## config.mk

```make
export PLATFORM = sky130hd
export DESIGN_NAME = insn_prefetch_queue
export DESIGN_NICKNAME = d
export VERILOG_FILES = /design/src/rtl/insn_prefetch_queue.sv
export SDC_FILE = /design/constraint.sdc
export NUM_CORES = 1
export LEC_CHECK = 0
export ABC_AREA = 1
export CAP_MARGIN = 5
export CELL_PAD_IN_SITES_DETAIL_PLACEMENT = 1
export CELL_PAD_IN_SITES_GLOBAL_PLACEMENT = 2
export CORE_MARGIN = 2
export CORE_UTILIZATION = 34
export CTS_BUF_LIST = sky130_fd_sc_hd__clkbuf_8
export DETAILED_ROUTE_END_ITERATION = 10
export PLACE_DENSITY = 0.76
export SLEW_MARGIN = 10
export SYNTH_ARGS = -nofsm -noshare
export SYNTH_HDL_FRONTEND = slang
export SYNTH_SLANG_ARGS = --single-unit
```

## constraint.sdc

```tcl
create_clock -name clk -period 5.2 [get_ports clk]
set_input_delay 1.56 -clock clk [delete_from_list [all_inputs] [get_ports clk]]
set_output_delay 1.56 -clock clk [all_outputs]
set_load 0.005 [all_outputs]
```

## src/rtl/insn_prefetch_queue.sv

```systemverilog
// Instruction prefetch queue: issues sequential fetches and buffers responses.
// Define INSN_PREFETCH_BYPASS_EN to forward a response straight out when empty.
module insn_prefetch_queue #(
  parameter int unsigned AWIDTH = 32,
  parameter int unsigned DWIDTH = 32,
  parameter int unsigned DEPTH = 4,
  parameter logic [AWIDTH-1:0] BASEADDR = 'h01000000
) (
  input  logic                       clk,
  input  logic                       rst,
  input  logic                       run_i,
  input  logic                       redirect_i,
  input  logic [AWIDTH-1:0]          redirect_pc_i,
  output logic                       mem_read_en_o,
  output logic [AWIDTH-1:0]          mem_addr_o,
  input  logic [DWIDTH-1:0]          mem_data_i,
  output logic                       insn_valid_o,
  output logic [DWIDTH-1:0]          insn_o,
  output logic [AWIDTH-1:0]          pc_o,
  input  logic                       insn_ready_i,
  output logic [$clog2(DEPTH+1)-1:0] count_o
);

  localparam int unsigned CW = $clog2(DEPTH + 1);
  localparam int unsigned PW = $clog2(DEPTH);

  typedef enum logic [1:0] {
    IDLE,
    RUN,
    FLUSH
  } state_e;

  state_e            state_q, state_d;
  logic [AWIDTH-1:0] fpc_q;
  logic [AWIDTH-1:0] rpc_q;
  logic              infl_q;
  logic              disc_q;
  logic [PW-1:0]     rptr_q;
  logic [PW-1:0]     wptr_q;
  logic [CW-1:0]     cnt_q, cnt_d;
  logic [DWIDTH-1:0] data_q [DEPTH];
  logic [AWIDTH-1:0] pcs_q  [DEPTH];

  logic              issue;
  logic              resp_v;
  logic              push;
  logic              pop;
  logic [CW:0]       occ;

  always_comb begin
    state_d = state_q;
    case (state_q)
      IDLE:    if (run_i) state_d = RUN;
      RUN:     if (!run_i) state_d = IDLE;
      FLUSH:   state_d = run_i ? RUN : IDLE;
      default: state_d = IDLE;
    endcase
    if (redirect_i) state_d = FLUSH;
  end

  // Reserve a slot for the in-flight response so it can never overflow.
  assign occ = {1'b0, cnt_q} + (CW+1)'(infl_q);
  assign issue = rst && (state_q == RUN) && !redirect_i
              && (occ < (CW+1)'(DEPTH));
  assign resp_v = infl_q && !disc_q && !redirect_i;

  assign mem_read_en_o = issue;
  assign mem_addr_o    = fpc_q;
  assign count_o       = cnt_q;

`ifdef INSN_PREFETCH_BYPASS_EN
  logic byp;
  assign byp = resp_v && (cnt_q == '0);
  assign insn_valid_o = !redirect_i && ((cnt_q != '0) || byp);
  assign insn_o = byp ? mem_data_i : data_q[rptr_q];
  assign pc_o   = byp ? rpc_q : pcs_q[rptr_q];
  assign push = resp_v && !(byp && insn_ready_i);
  assign pop  = insn_valid_o && insn_ready_i && !byp;
`else
  assign insn_valid_o = !redirect_i && (cnt_q != '0);
  assign insn_o = data_q[rptr_q];
  assign pc_o   = pcs_q[rptr_q];
  assign push = resp_v;
  assign pop  = insn_valid_o && insn_ready_i;
`endif

  always_comb begin
    cnt_d = cnt_q;
    if (push && !pop) cnt_d = cnt_q + CW'(1);
    else if (pop && !push) cnt_d = cnt_q - CW'(1);
  end

  always_ff @(posedge clk) begin
    if (!rst) begin
      state_q <= IDLE;
      fpc_q   <= BASEADDR;
      rpc_q   <= BASEADDR;
      infl_q  <= 1'b0;
      disc_q  <= 1'b0;
      rptr_q  <= '0;
      wptr_q  <= '0;
      cnt_q   <= '0;
    end else begin
      state_q <= state_d;
      infl_q  <= issue;
      disc_q  <= redirect_i;
      if (issue) begin
        rpc_q <= fpc_q;
        fpc_q <= fpc_q + AWIDTH'(4);
      end
      if (redirect_i) begin
        fpc_q  <= redirect_pc_i & ~AWIDTH'(3);
        rptr_q <= '0;
        wptr_q <= '0;
        cnt_q  <= '0;
      end else begin
        if (push) wptr_q <= wptr_q + PW'(1);
        if (pop) rptr_q <= rptr_q + PW'(1);
        cnt_q <= cnt_d;
      end
    end
  end

  always_ff @(posedge clk) begin
    if (push) begin
      data_q[wptr_q] <= mem_data_i;
      pcs_q[wptr_q]  <= rpc_q;
    end
  end

endmodule

```

== After elaboration in Yosys (flattened, before gate mapping) ==
Memories as Yosys holds them, arrays and structs flattened. A register that Yosys moved wholly into a read port is not among the register bits.
Cells that the tools add are included.
Cells by class
  add/subtract/negate cells: 6
  order comparisons: 1
  eq/ne operators: 6
  mux-type cells: 15
  bitwise gates (word level): 1
  reduce and logical (&&, ||, !) cells: 20
Operators with widths (number)
  $mux W32: 2
  $add A32 B3 Y32 const B: 1
  $mux W2: 7
  $logic_and A1 B1 Y1: 9
  $mux W3: 2
  $ne A3 B3 Y1 const B: 2
  $pmux W2 S3: 1
  $add A2 B1 Y2 const B: 2
  $add A3 B1 Y4: 1
  $logic_not A1 Y1: 4
  $lt A4 B3 Y1 const B: 1
  $ne A2 B2 Y1 const B: 2
  $reduce_and A2 Y1: 2
  $reduce_bool A2 Y1: 2
  $add A3 B1 Y3 const B: 1
  $mux W1: 3
  $reduce_bool A3 Y1: 1
  $sub A3 B1 Y3 const B: 1
  $eq A2 B1 Y1 const B: 1
  $eq A2 B2 Y1 const B: 1
  $logic_not A2 Y1: 1
  $reduce_or A2 Y1: 1
  $not A1 Y1: 1
Storage, ports and cells
  register bits: 75
  memory bits (writable): 256
  memories kept: 2
Memory list
  data_q: words 4, width 32, rd ports 1, clocked after Yosys merged registers in 1, wr ports 1, line 41  | logic [DWIDTH-1:0] data_q [DEPTH];
  pcs_q: words 4, width 32, rd ports 1, clocked after Yosys merged registers in 1, wr ports 1, line 42  | logic [AWIDTH-1:0] pcs_q [DEPTH];

== Depth between registers and ports, before layout ==
  depth after elaboration: 7
  mapped depth: 13
  gate-level depth less buffers: 11

== Worst setup path before layout ==
No wires, ideal clock.
  path kind: input to register
  start point: input redirect_i
  end point: memory data_q[0][0], enable pin
  data arrival time: 4588 ps
  setup slack: 130 ps
  stages on the path: 4
  buffers on the path: 1
  cells stage by stage: clkbuf_1 -> nor2_1 -> inv_1 -> nor2_1
On the way
  longest elaborated chain between the ends: 4
RTL lines
  start, declared: line 12  | input logic redirect_i,
  $logic_not A1 Y1: line 65  | assign resp_v = infl_q && !disc_q && !redirect_i;
  $logic_and A1 B1 Y1: line 65
  named net push: line 46  | logic push;
  $mux W1: line 125  | if (push) begin
  $mux W1 (not written as such): line 126  | data_q[wptr_q] <= mem_data_i;
  end, declared: line 41
The timed path passes the listed nets, and every way through them passes these cells.

== Worst setup path in the final report ==
  start point: input redirect_i
  end point: output mem_read_en_o
On the way
  longest elaborated chain between the ends: 3
RTL lines
  $logic_not A1 Y1: line 63  | assign issue = rst && (state_q == RUN) && !redirect_i
  $logic_and A1 B1 Y1: line 63
  $logic_and A1 B1 Y1: line 64  | && (occ < (CW+1)'(DEPTH));
  end, declared: line 14  | output logic mem_read_en_o,
Every way passes these cells.

==> run_results.csv <==
group,metric,value,unit
status,outcome,"complete, no violations",
clocking,cts_resized,0,
sta,tns,0,ps
clocking,cts_buffers,53,
final_layout,fillers,3947,
pwr,total_leakage_power,0.00559,uW
pwr,finalPower,5140,uW
logic_synthesis,yosysSeqAreaShare,69.9,%
die,die_area,0.0391,mm^2
critical_path,critPathBufInv,3,
clocking,cts_setup_buffers,0,
logic_synthesis,synthTopCellsByArea,"edfxtp_1, dfxtp_1, o21ai_0, nor2_1, nand2_1",
logic_synthesis,synth-seq-cells,321,
final_layout,regArea,0.00891,mm^2
hold_path,min_from,"state_q[1]$_SDFFE_PN0P_",
die,core_area,0.0368,mm^2
global_route,grt_pass1_vias,9283,
place,numPortBuffers,163,
clocking,clock_latency,570,ps
run,drv_cap,0,
sta,period_share,86.2,%
clocking,cts_tree,"done",
logic_synthesis,yosys-top-cells-count,"edfxtp_1, nor2_1, o21ai_0",
route,wire_per_inst,18.7,um
sta,fmax,223,MHz
sta,slew_viol_final,0,
die,ios,170,
critical_path,rr_worst_depth,9,
hold_path,holdPathEnd,"state_q[0]$_SDFFE_PP0P_",
final_layout,drive_above_1_share,7.35,%
logic_synthesis,ys_types,35,
critical_path,critPathTopFamily,"buffers and inverters",
global_route,grt_start_max_net_pins,74,
pwr,powerDensity,322,mW/mm^2
critical_path,timing.rr.end,"mem_addr_o[19]$_SDFFE_PN0P_",
hold_path,hold_path.class,"reg2reg",
critical_path,worstPathCellList,"clkdlybuf4s50_1, inv_2, nand3_2, nor2_4, clkdlybuf4s50_1",
route,drc,0,
logic_synthesis,synth_most_common_cell,"edfxtp_1",
sta,setup_viol_count_final,0,
global_route,grt_pass1_wl,53.5,mm
logic_synthesis,synthFlopType,"edfxtp_1",
route,vias_per_cell,4.94,
sta,max_slew_margin,48.9,%
route,antenna_left,0,
sta,worst_slew_pin_slew,767,ps
critical_path,cp-end-kind,"primary output",
global_route,grt.total_usage,17.8,%
clocking,clk_pin_slew,60,ps
place,gp_congestion,0.834,
clocking,clock_path_buffers,3,
final_layout,fin_nets,1407,
clocking,hold_buffers,0,
logic_synthesis,synth_top_area_share,58.4,%
final_layout,area_growth,25.3,%
logic_synthesis,synth_top_area_cell,"edfxtp_1",
logic_synthesis,synthArstFlopShare,0,%
critical_path,startpoint_type,"input port",
logic_synthesis,syn_avg_cell_area,11.0,um^2
logic_synthesis,yosys_warnings,0,
sta,rsz0062_at_grt,"no",
critical_path,rrSetupSlack,2720,ps
place,hpwl,21.5,mm
sta,fin_skew,25.5,ps
final_layout,multi_input_area,0.00334,mm^2
die,die_x,198,um
critical_path,critPathRequiredTime,3640,ps
route,dr_total_vias,9106,
sta,period_needed,4480,ps
critical_path,cp_common_cell,"clkdlybuf4s50_1",
route,first_pass_iters,4,
clocking,cts.sinks,321,
logic_synthesis,synth-edff-count,248,
logic_synthesis,synthCells,1156,
final_layout,antenna_cells,0,
clocking,htree_levels,2,
die,num_rows,70,
critical_path,slowest_delay,520,ps
route,routed_wirelength,34.4,mm
global_route,grt-ovfl-total,0,
die,die_h,198,um
critical_path,crit_type,"in2out",
sta,hold_viol,0,
critical_path,rr_startpoint,"count_o[1]$_SDFFE_PP0P_",
die,start_util,34.7,%
critical_path,arrival,2920,ps
clocking,cts_root_buf,"clkbuf_8",
route,drt_iter0_markers,337,
global_route,antenna_found_initial,0,
pwr,peakVddDrop,0.000156,V
logic_synthesis,synth_area,0.0128,mm^2
critical_path,crit_fanout,5,
hold_path,hold_depth,1,
critical_path,slowest_stage,"clkdlybuf4s50_1",
-- cell usage in the layout, fill, tap and decap left out, types with 2 or more instances in the layout --
master / Yosys / layout
xor2_1: 6 / 6
nand3_1: 30 / 30
inv_2: 3 / 3
clkinv_1: 1 / 14
conb_1: 1 / 4
o21ai_1: 8 / 8
a22oi_1: 3 / 3
nor2_4: 0 / 5
nor2_1: 207 / 202
o31ai_1: 2 / 2
nand2_1: 138 / 138
buf_12: 0 / 5
clkinv_2: 0 / 7
dfxtp_1: 73 / 71
ha_1: 6 / 6
edfxtp_1: 248 / 248
nand4_1: 4 / 4
bufinv_16: 0 / 3
o22ai_1: 63 / 63
o211ai_1: 2 / 2
clkdlybuf4s50_1: 0 / 163
inv_1: 67 / 83
a21oi_1: 42 / 42
a31oi_1: 4 / 4
clkbuf_8: 0 / 58
o21ai_0: 159 / 159
a211oi_1: 7 / 7
nand3b_1: 3 / 3
buf_4: 6 / 14
nor3_1: 7 / 7
-- state kept, by name, summed over array words and instances, names as in the netlist, named ones only --
| register | count |
|---|---|
| count_o | 3 |
| data_q | 128 |
| disc_q | 1 |
| infl_q | 1 |
| mem_addr_o | 30 |
| pcs_q | 120 |
| rpc_q | 30 |
| rptr_q | 2 |
| state_q | 2 |
| wptr_q | 2 |
-- metal layers --
layer,part of all wire (%),vias up,track usage [%],wire length (um)
li1,-,4422,-,-
met1,46,4431,24.0,15900
met2,47,207,29.5,16200
met3,5.0,46,3.48,1720
met4,1.5,0,4.12,528
met5,0,-,0,0
-- cell type report --
type	count	area share (%)
multi-input cells	702	20.9
flip-flops and latches	321	55.8
well taps	468	3.66
clock buffers	58	4.99
inverters	71	1.68
repair buffers	182	11.5
clock inverters	40	1.50
-- logic make-up after synthesis --
group / count (synthesis) / synth area share, %
AO/OA/AOI/OAI: 293 / 12.5
AND/OR/NAND/NOR: 392 / 12.2
XOR/XNOR: 6 / 0.412
flip-flops: 321 / 69.9
adder cells (fa/ha/maj): 7 / 0.746
other: 1 / 0.0294
buffers and inverters: 136 / 4.32
-- power by group --
| group | switching, uW | internal, uW | leakage, uW |
|---|---|---|---|
| Combinational | 89.0 | 95.7 | 0.00214 |
| Sequential | 31.0 | 2770 | 0.00286 |
| Clock | 986 | 1170 | 0.000594 |
| Total | 1110 | 4040 | 0.00559 |
-- per-stage QoR --
stage	utilization [%]	hold slack (ps)	worst slack, ps	area [um^2]	cells
6_report	43.5	428	716	16000	1842
3_5_place_dp	40.6	426	703	14900	1744
3_3_place_gp	40.6	418	703	14900	1744
5_1_grt	43.5	448	563	16000	1842
4_1_cts	43.5	434	703	16000	1842
2_1_floorplan	-	404	130	12800	1159
-- worst max-delay path by stage --
stage	startpoint	to	slack, ps	depth (start not counted)
global route	flip-flop	pc_o[15]	560	5
floorplan	redirect_i	data_q[0][0]$_DFFE_PP_	130	4
detailed placement	redirect_i	mem_read_en_o	700	5
CTS	redirect_i	mem_read_en_o	700	5
global placement	redirect_i	mem_read_en_o	700	5
finish	redirect_i	mem_read_en_o	720	5
-- worst reg2reg max path: cells and delay by family (launching register included) --
family                 cells  cell delay, ps
AO/OA/AOI/OAI              2             360
flip-flops                 1             400
AND/OR/NAND/NOR            4             960
buffers and inverters      3             690
Note: power is estimated with default switching activity, not from simulation.
